==> src/rtl/beep_sched_pkg.sv <==
// beep_sched_pkg: shared state encoding, default sizing and helpers for the beep scheduler
package beep_sched_pkg;
  localparam int NUM_REQ_DEF = 4;
  localparam int DUR_W_DEF = 16;
  localparam int GAP_SAMPLES_DEF = 48;
  typedef enum logic [1:0] {IDLE, ON, GAP} state_e;
  function automatic int max_int(input int a, input int b);
    return a > b ? a : b;
  endfunction
endpackage

==> src/rtl/beep_scheduler_rr_arbiter.sv <==
// rr_arbiter: combinational round-robin pick, searching upward from last_i+1 with wrap
//   req_i    request vector
//   last_i   index of the previous winner
//   winner_o index of the chosen requester (valid only with valid_o)
//   valid_o  any request present
module rr_arbiter
  import beep_sched_pkg::*;
#(
  parameter int N = NUM_REQ_DEF,
  parameter int IW = $clog2(N)
) (
  input  logic [N-1:0]  req_i,
  input  logic [IW-1:0] last_i,
  output logic [IW-1:0] winner_o,
  output logic          valid_o
);
  // Scan farthest offset first so the nearest requester after last_i overrides.
  always_comb begin
    winner_o = '0;
    valid_o = 1'b0;
    for (int k = N; k >= 1; k--) begin
      if (req_i[(int'(last_i) + k) % N]) begin
        valid_o = 1'b1;
        winner_o = IW'((int'(last_i) + k) % N);
      end
    end
  end
endmodule

==> src/rtl/beep_scheduler.sv <==
// beep_scheduler: round-robin beep arbiter timing ON and GAP intervals in audio sample strobes
//   clk, I_RST    system clock, async active-high reset
//   audio_clk_en  sample-rate strobe; all durations count it
//   req, dur      per-requester request level and flattened duration slices
//   stop          abort the beep in progress
//   gnt           one-hot single-cycle grant pulse
//   beep_en       beep generator enable
//   active_id     last granted requester
//   busy          high outside IDLE
module beep_scheduler
  import beep_sched_pkg::*;
#(
  parameter int NUM_REQ = NUM_REQ_DEF,
  parameter int DUR_W = DUR_W_DEF,
  parameter int GAP_SAMPLES = GAP_SAMPLES_DEF
) (
  input  logic                       clk,
  input  logic                       I_RST,
  input  logic                       audio_clk_en,
  input  logic [NUM_REQ-1:0]         req,
  input  logic [NUM_REQ*DUR_W-1:0]   dur,
  input  logic                       stop,
  output logic [NUM_REQ-1:0]         gnt,
  output logic                       beep_en,
  output logic [$clog2(NUM_REQ)-1:0] active_id,
  output logic                       busy
);
  localparam int IW = $clog2(NUM_REQ);
  localparam int CW = max_int(DUR_W, $clog2(GAP_SAMPLES + 1));
  localparam logic [CW-1:0] GAP_CNT = CW'(GAP_SAMPLES);
  localparam logic HAS_GAP = GAP_SAMPLES != 0;
  localparam state_e END_ST = HAS_GAP ? GAP : IDLE;
  state_e state_q;
  logic [CW-1:0] cnt_q, cnt_d;
  logic [NUM_REQ-1:0] gnt_q;
  logic beep_q, busy_q;
  logic [IW-1:0] id_q, win;
  logic win_vld, tick, cnt_end, win_nz;
  logic [DUR_W-1:0] win_dur;
  rr_arbiter #(.N(NUM_REQ)) u_arb (
    .req_i(req),
    .last_i(id_q),
    .winner_o(win),
    .valid_o(win_vld)
  );
  assign win_dur = dur[int'(win)*DUR_W +: DUR_W];
  assign win_nz = win_dur != '0;
  // The strobe landing in the grant cycle is ignored so the freshly loaded count stays intact.
  assign tick = audio_clk_en && gnt_q == '0;
  assign cnt_end = tick && cnt_q == CW'(1);
  assign cnt_d = cnt_q - CW'(1);
  always_ff @(posedge clk or posedge I_RST) begin
    if (I_RST) begin
      state_q <= IDLE;
      cnt_q <= '0;
      gnt_q <= '0;
      beep_q <= 1'b0;
      busy_q <= 1'b0;
      id_q <= IW'(NUM_REQ - 1);
    end else begin
      gnt_q <= '0;
      case (state_q)
        IDLE: if (win_vld) begin
          gnt_q <= NUM_REQ'(1) << win;
          id_q <= win;
          state_q <= win_nz ? ON : END_ST;
          beep_q <= win_nz;
          busy_q <= win_nz || HAS_GAP;
          cnt_q <= win_nz ? CW'(win_dur) : GAP_CNT;
        end
        ON: if (stop || cnt_end) begin
          state_q <= END_ST;
          beep_q <= 1'b0;
          busy_q <= HAS_GAP;
          cnt_q <= GAP_CNT;
        end else if (tick) cnt_q <= cnt_d;
        GAP: if (cnt_end) begin
          state_q <= IDLE;
          busy_q <= 1'b0;
          cnt_q <= '0;
        end else if (tick) cnt_q <= cnt_d;
        default: state_q <= IDLE;
      endcase
    end
  end
  assign gnt = gnt_q;
  assign beep_en = beep_q;
  assign active_id = id_q;
  assign busy = busy_q;
endmodule

==> config.mk <==
export PLATFORM = sky130hd
export DESIGN_NAME = beep_scheduler
export DESIGN_NICKNAME = d
export VERILOG_FILES = /design/src/rtl/beep_sched_pkg.sv /design/src/rtl/beep_scheduler_rr_arbiter.sv /design/src/rtl/beep_scheduler.sv
export SDC_FILE = /design/constraint.sdc
export NUM_CORES = 1
export LEC_CHECK = 0
export ABC_AREA = 0
export CAP_MARGIN = 10
export CORE_MARGIN = 1
export CORE_UTILIZATION = 45
export DETAILED_ROUTE_END_ITERATION = 10
export GPL_ROUTABILITY_DRIVEN = 0
export PLACE_DENSITY = 0.88
export SLEW_MARGIN = 20
export SYNTH_ARGS = -nofsm -noshare
export SYNTH_HDL_FRONTEND = slang
export SYNTH_HIERARCHICAL = 1
export SYNTH_SLANG_ARGS = --single-unit
==> constraint.sdc <==
create_clock -name clk -period 3.5 [get_ports clk]
set_input_delay 0.7 -clock clk [delete_from_list [all_inputs] [get_ports clk]]
set_output_delay 0.7 -clock clk [all_outputs]
set_load 0.01 [all_outputs]
==> metrics.txt, run 1 <==
# TYPE chip_impl_metric gauge
chip_impl_metric{name="report.final.slew_viol_count",unit=""} 0
chip_impl_metric{name="ctsResizeCount",unit=""} 0
chip_impl_metric{name="setup_total_negative_slack",unit="ns"} 0
chip_impl_metric{name="syn-instance-count",unit=""} 217
chip_impl_metric{name="largest_net_degree_at_the_start_of_global_routing",unit=""} 27
chip_impl_metric{name="post_synth_instance_area",unit="mm^2"} 0.002126
chip_impl_info{name="synth_area_leaders",value="sky130_fd_sc_hd__dfrtp_1 (28%), sky130_fd_sc_hd__mux4_2 (17%), sky130_fd_sc_hd__ha_1 (3.5%), sky130_fd_sc_hd__a221o_1 (3.3%), sky130_fd_sc_hd__nor4_1 (3.2%)"} 1
chip_impl_metric{name="gr-usage-all-layers",unit=""} 0.2718
chip_impl_metric{name="critical_path_required",unit="ns"} 3.68
chip_impl_info{name="crit_type",value="input port to flip-flop"} 1
chip_impl_info{name="r2r_start",value="active_id[1]"} 1
chip_impl_info{name="critPathLaunchType",value="input port"} 1
chip_impl_metric{name="number_of_buffers_and_inverters_on_the_critical_path",unit=""} 2
chip_impl_metric{name="postSynthAreaPerCell",unit="um^2"} 9.796
chip_impl_metric{name="gr-total-overflow",unit=""} 0
chip_impl_metric{name="relative_contribution_of_the_clock_network_to_total_power",unit=""} 0.078
chip_impl_metric{name="max_stage_delay",unit="ns"} 0.57
chip_impl_metric{name="initial_cell_density_of_the_core",unit=""} 0.4783
chip_impl_metric{name="ir_drop",unit="uV"} 353.0
chip_impl_metric{name="path_max_fanout",unit=""} 19
chip_impl_info{name="ctsRootBufferMaster",value="sky130_fd_sc_hd__clkbuf_8"} 1
chip_impl_metric{name="drive_above_1_share",unit=""} 0.1313
chip_impl_metric{name="cp.arrival",unit="ns"} 3.39
chip_impl_info{name="min-delay-path-class",value="flip-flop to flip-flop"} 1
chip_impl_metric{name="first_pass_grt_wire_length",unit="um"} 10650
chip_impl_info{name="holdCritStartpoint",value="active_id[0]"} 1
chip_impl_metric{name="tightestPinTransition",unit="ns"} 0.9178
chip_impl_metric{name="cts_max_level",unit=""} 1
chip_impl_metric{name="io_pins",unit=""} 80
chip_impl_metric{name="switching_share",unit=""} 0.4587
chip_impl_info{name="cp_top_family",value="simple AND/OR/NAND/NOR gates"} 1
chip_impl_info{name="critical_path.slowest_cell",value="sky130_fd_sc_hd__mux4_2"} 1
chip_impl_metric{name="diodes",unit=""} 0
chip_impl_metric{name="detailedRoute.firstIterationViolations",unit=""} 234
chip_impl_info{name="synth_flop_cell",value="sky130_fd_sc_hd__dfrtp_1"} 1
chip_impl_metric{name="final_core_util",unit=""} 0.6847
chip_impl_metric{name="core_box_area",unit="mm^2"} 0.004444
chip_impl_metric{name="cts_buffer_depth",unit=""} 2
chip_impl_metric{name="ff2ff_setup_slack",unit="ns"} 0.62
chip_impl_info{name="crit_chain",value="clkdlybuf4s50_1 > and2b_1 > a21oi_2 > o221ai_2 > buf_12 > mux4_2 > nor4_1 > and4_1 > nor4_1 > nor4_1"} 1
chip_impl_metric{name="antenna_found_initial",unit=""} 0
chip_impl_metric{name="height_of_the_die",unit="um"} 70.73
chip_impl_metric{name="synthDistinctLibCells",unit=""} 54
chip_impl_info{name="outcome",value="finished clean"} 1
chip_impl_metric{name="worst_slew_margin_rel",unit=""} 0.3843
chip_impl_metric{name="design.die.area",unit="mm^2"} 0.005003
chip_impl_info{name="rsz0062_at_grt",value="no"} 1
chip_impl_metric{name="cts.repair_timing.setup_buffer_count",unit=""} 0
chip_impl_metric{name="detailroute.via_count",unit=""} 2256
chip_impl_metric{name="clkLatencyLatePin",unit="ns"} 0.28
chip_impl_metric{name="yosys_warnings",unit=""} 6
chip_impl_info{name="critical_path_endpoint_category",value="flip-flop"} 1
chip_impl_info{name="critical_path.most_common_cell",value="sky130_fd_sc_hd__nor4_1"} 1
chip_impl_info{name="synth.largest_area_cell",value="sky130_fd_sc_hd__dfrtp_1"} 1
chip_impl_metric{name="hold_violations_final",unit=""} 0
chip_impl_metric{name="synth_top_area_share",unit=""} 0.2825
chip_impl_metric{name="cts_clock_pin_slew_for_the_worst_setup_and_hold_paths",unit="ns"} 0.09
chip_impl_metric{name="p_per_area",unit="mW/mm^2"} 758.2
chip_impl_metric{name="timing.final.crit_period",unit="ns"} 3.209
chip_impl_info{name="top_layer_used",value="met4"} 1
chip_impl_metric{name="switching_power",unit="W"} 0.001058
chip_impl_metric{name="power_frac_comb",unit=""} 0.666
chip_impl_metric{name="sequential_power_share",unit=""} 0.256
chip_impl_metric{name="m1WireLength",unit="um"} 2557
chip_impl_metric{name="cts-hold-fix-buffers",unit=""} 0
chip_impl_metric{name="dr_wl_met3",unit="um"} 647
chip_impl_metric{name="leak_pwr",unit="nW"} 1.173
chip_impl_metric{name="floorplan.rows",unit=""} 24
chip_impl_metric{name="drt-wirelength-per-cell",unit="um"} 18.71
chip_impl_metric{name="clock-skew-final",unit="ns"} 0.006321
chip_impl_metric{name="final.period_utilization",unit=""} 0.9168
chip_impl_info{name="crit_path_start",value="req[3]"} 1
chip_impl_metric{name="setup_viol_count_final",unit=""} 0
chip_impl_info{name="tritoncts",value="built"} 1
chip_impl_metric{name="syn_nets",unit=""} 295
chip_impl_metric{name="final_antenna_net_count",unit=""} 0
chip_impl_metric{name="vias_cell",unit=""} 6.464
chip_impl_metric{name="clock.fmax",unit="MHz"} 311.6
chip_impl_metric{name="tritoncts.num_buffers",unit=""} 3
chip_impl_metric{name="synthToLayoutAreaGrowth",unit="%"} 43.14
chip_impl_metric{name="die_width",unit="um"} 70.73
chip_impl_metric{name="remaining_design_rule_violation_count",unit=""} 0
chip_impl_metric{name="clock_sinks",unit=""} 26
chip_impl_info{name="hold-path-endpoint",value="active_id[0]"} 1
chip_impl_metric{name="port_buffers",unit=""} 79
chip_impl_metric{name="synth_async_sr_flop_share",unit=""} 1.000
chip_impl_metric{name="min_path_cells",unit=""} 2
chip_impl_metric{name="timing.reg2reg.worst_path_depth",unit=""} 9
chip_impl_metric{name="hold_ws",unit="ns"} 0.5052
chip_impl_metric{name="route.met2.wl",unit="um"} 3175
chip_impl_info{name="worstReg2RegEnd",value="cnt_q[5]"} 1
chip_impl_metric{name="synth-edff-count",unit=""} 0
chip_impl_metric{name="cap_viol_max_count",unit=""} 0
chip_impl_metric{name="final_net_count",unit=""} 376
chip_impl_metric{name="firstDrtPassIters",unit=""} 5
chip_impl_metric{name="synth_sequential_area_ratio",unit=""} 0.3072
chip_impl_metric{name="total_of_flip_flops_plus_latches_after_synthesis",unit=""} 26
chip_impl_metric{name="place.detailed.hpwl",unit="um"} 5174
chip_impl_metric{name="cellInternalPower",unit="W"} 0.001249
chip_impl_metric{name="finalWirelength",unit="um"} 6529
chip_impl_metric{name="first_global_vias",unit=""} 2268
cell usage after synthesis, types with 2 or more instances:
| master | count |
|---|---|
| sky130_fd_sc_hd__a2111oi_0 | 2 |
| sky130_fd_sc_hd__a211oi_1 | 2 |
| sky130_fd_sc_hd__a21o_1 | 2 |
| sky130_fd_sc_hd__a21oi_1 | 11 |
| sky130_fd_sc_hd__a221o_1 | 7 |
| sky130_fd_sc_hd__a22oi_1 | 2 |
| sky130_fd_sc_hd__a31oi_1 | 2 |
| sky130_fd_sc_hd__and2_1 | 3 |
| sky130_fd_sc_hd__and4_1 | 2 |
| sky130_fd_sc_hd__buf_2 | 3 |
| sky130_fd_sc_hd__clkbuf_1 | 5 |
| sky130_fd_sc_hd__dfrtp_1 | 24 |
| sky130_fd_sc_hd__dfstp_2 | 2 |
| sky130_fd_sc_hd__ha_1 | 6 |
| sky130_fd_sc_hd__inv_1 | 13 |
| sky130_fd_sc_hd__mux2i_1 | 3 |
| sky130_fd_sc_hd__mux4_2 | 16 |
| sky130_fd_sc_hd__nand2_1 | 16 |
| sky130_fd_sc_hd__nand2b_1 | 4 |
| sky130_fd_sc_hd__nand3_1 | 4 |
| sky130_fd_sc_hd__nand4b_1 | 2 |
| sky130_fd_sc_hd__nor2_1 | 13 |
| sky130_fd_sc_hd__nor2b_1 | 3 |
| sky130_fd_sc_hd__nor3_1 | 7 |
| sky130_fd_sc_hd__nor4_1 | 11 |
| sky130_fd_sc_hd__o211ai_1 | 3 |
| sky130_fd_sc_hd__o21ai_0 | 10 |
| sky130_fd_sc_hd__o21ai_1 | 2 |
| sky130_fd_sc_hd__o21ai_4 | 2 |
| sky130_fd_sc_hd__o22ai_1 | 2 |
| sky130_fd_sc_hd__o31ai_1 | 3 |
| sky130_fd_sc_hd__or2_2 | 2 |
| sky130_fd_sc_hd__or3_1 | 4 |
| sky130_fd_sc_hd__or3_2 | 2 |
| sky130_fd_sc_hd__or4_1 | 3 |
layout by cell type (no fill, tap or decap), types with 3 or more instances in the layout:
cell type	count
sky130_fd_sc_hd__o211ai_1	3
sky130_fd_sc_hd__mux4_2	16
sky130_fd_sc_hd__a21oi_1	11
sky130_fd_sc_hd__a221o_1	7
sky130_fd_sc_hd__o21ai_0	10
sky130_fd_sc_hd__nor3_1	7
sky130_fd_sc_hd__ha_1	6
sky130_fd_sc_hd__mux2i_1	3
sky130_fd_sc_hd__or4_1	3
sky130_fd_sc_hd__nor2b_1	3
sky130_fd_sc_hd__nand2b_1	4
sky130_fd_sc_hd__and2_1	3
sky130_fd_sc_hd__nand3_1	4
sky130_fd_sc_hd__clkdlybuf4s50_1	79
sky130_fd_sc_hd__nand2_1	16
sky130_fd_sc_hd__clkbuf_8	3
sky130_fd_sc_hd__buf_4	4
sky130_fd_sc_hd__o31ai_1	3
sky130_fd_sc_hd__nor2_1	13
sky130_fd_sc_hd__or3_1	4
sky130_fd_sc_hd__inv_1	12
sky130_fd_sc_hd__dfrtp_1	24
sky130_fd_sc_hd__nor4_1	11
routing by layer:
metal / GRT usage / up-vias
li1: - / 1007
met1: 0.3741 / 1069
met2: 0.4434 / 162
met3: 0.03989 / 18
met4: 0.09111 / 0
met5: 0 / -
cell families (layout without fill, tap and decap cells):
group | after synthesis | in the layout | share of synthesized area
adders and majority gates | 6 | 6 | 0.03531
xor gates and xnor gates | 2 | 2 | 0.008242
buffers and inverters | 21 | 101 | 0.03885
AOI/OAI and AO/OA | 58 | 58 | 0.1995
DFF | 26 | 26 | 0.3072
and+or+nand+nor | 85 | 85 | 0.2272
muxes | 19 | 19 | 0.1836
flip-flops by register name, indices dropped and copies added, names as in the netlist:
register	flops
busy	1
gnt	4
state_q	2
active_id	2
beep_en	1
cnt_q	16
tightest hold or removal path, delay by kind of cell (launching register included):
kind             cells  cell delay, ns
flip-flops           1            0.40
AND/OR/NAND/NOR      2            0.11
area by class of cell:
type	instances	area, um^2
well taps	52	65.06
clock buffers	4	45.04
inverters	13	48.80
flip-flops and latches	26	653.1
fillers	325	1401
multi-input cells	170	1390
repair buffers	84	840.8
stage by stage:
stage / power (W) / setup WS [ns] / cells / instance area, um^2
after floorplan: 0.001588 / 0.3981 / 217 / 2126
after global placement: 0.002027 / 0.06604 / 345 / 2998
after detailed placement: 0.002090 / 0.006345 / 345 / 2998
after CTS: 0.002275 / 0.2955 / 349 / 3043
after global routing: 0.002458 / 0.04218 / 349 / 3043
final: 0.002307 / 0.2911 / 349 / 3043
power groups by stage:
stage	Sequential, W	Combinational [W]	Clock, W
after detailed placement	0.000589	0.00150	0
after global routing	0.000607	0.00167	0.000185
after CTS	0.000586	0.00151	0.000178
after floorplan	0.000573	0.00102	0
after global placement	0.000582	0.00145	0
final	0.000591	0.00154	0.000179
how the worst max path moves through the flow:
stage,to,depth (start not counted)
floorplan,cnt_q[5],10
global placement,cnt_q[5],10
detailed placement,cnt_q[5],10
CTS,cnt_q[5],10
global route,cnt_q[5],10
finish,cnt_q[5],10
Power figures use the tool's default switching activity.
==> inputs of run 2 (changes only) <==
CAP_MARGIN = not set   (was 10)
==> results of run 2 <==
No change in the layout: final DEF, timing and power equal those of run 1.
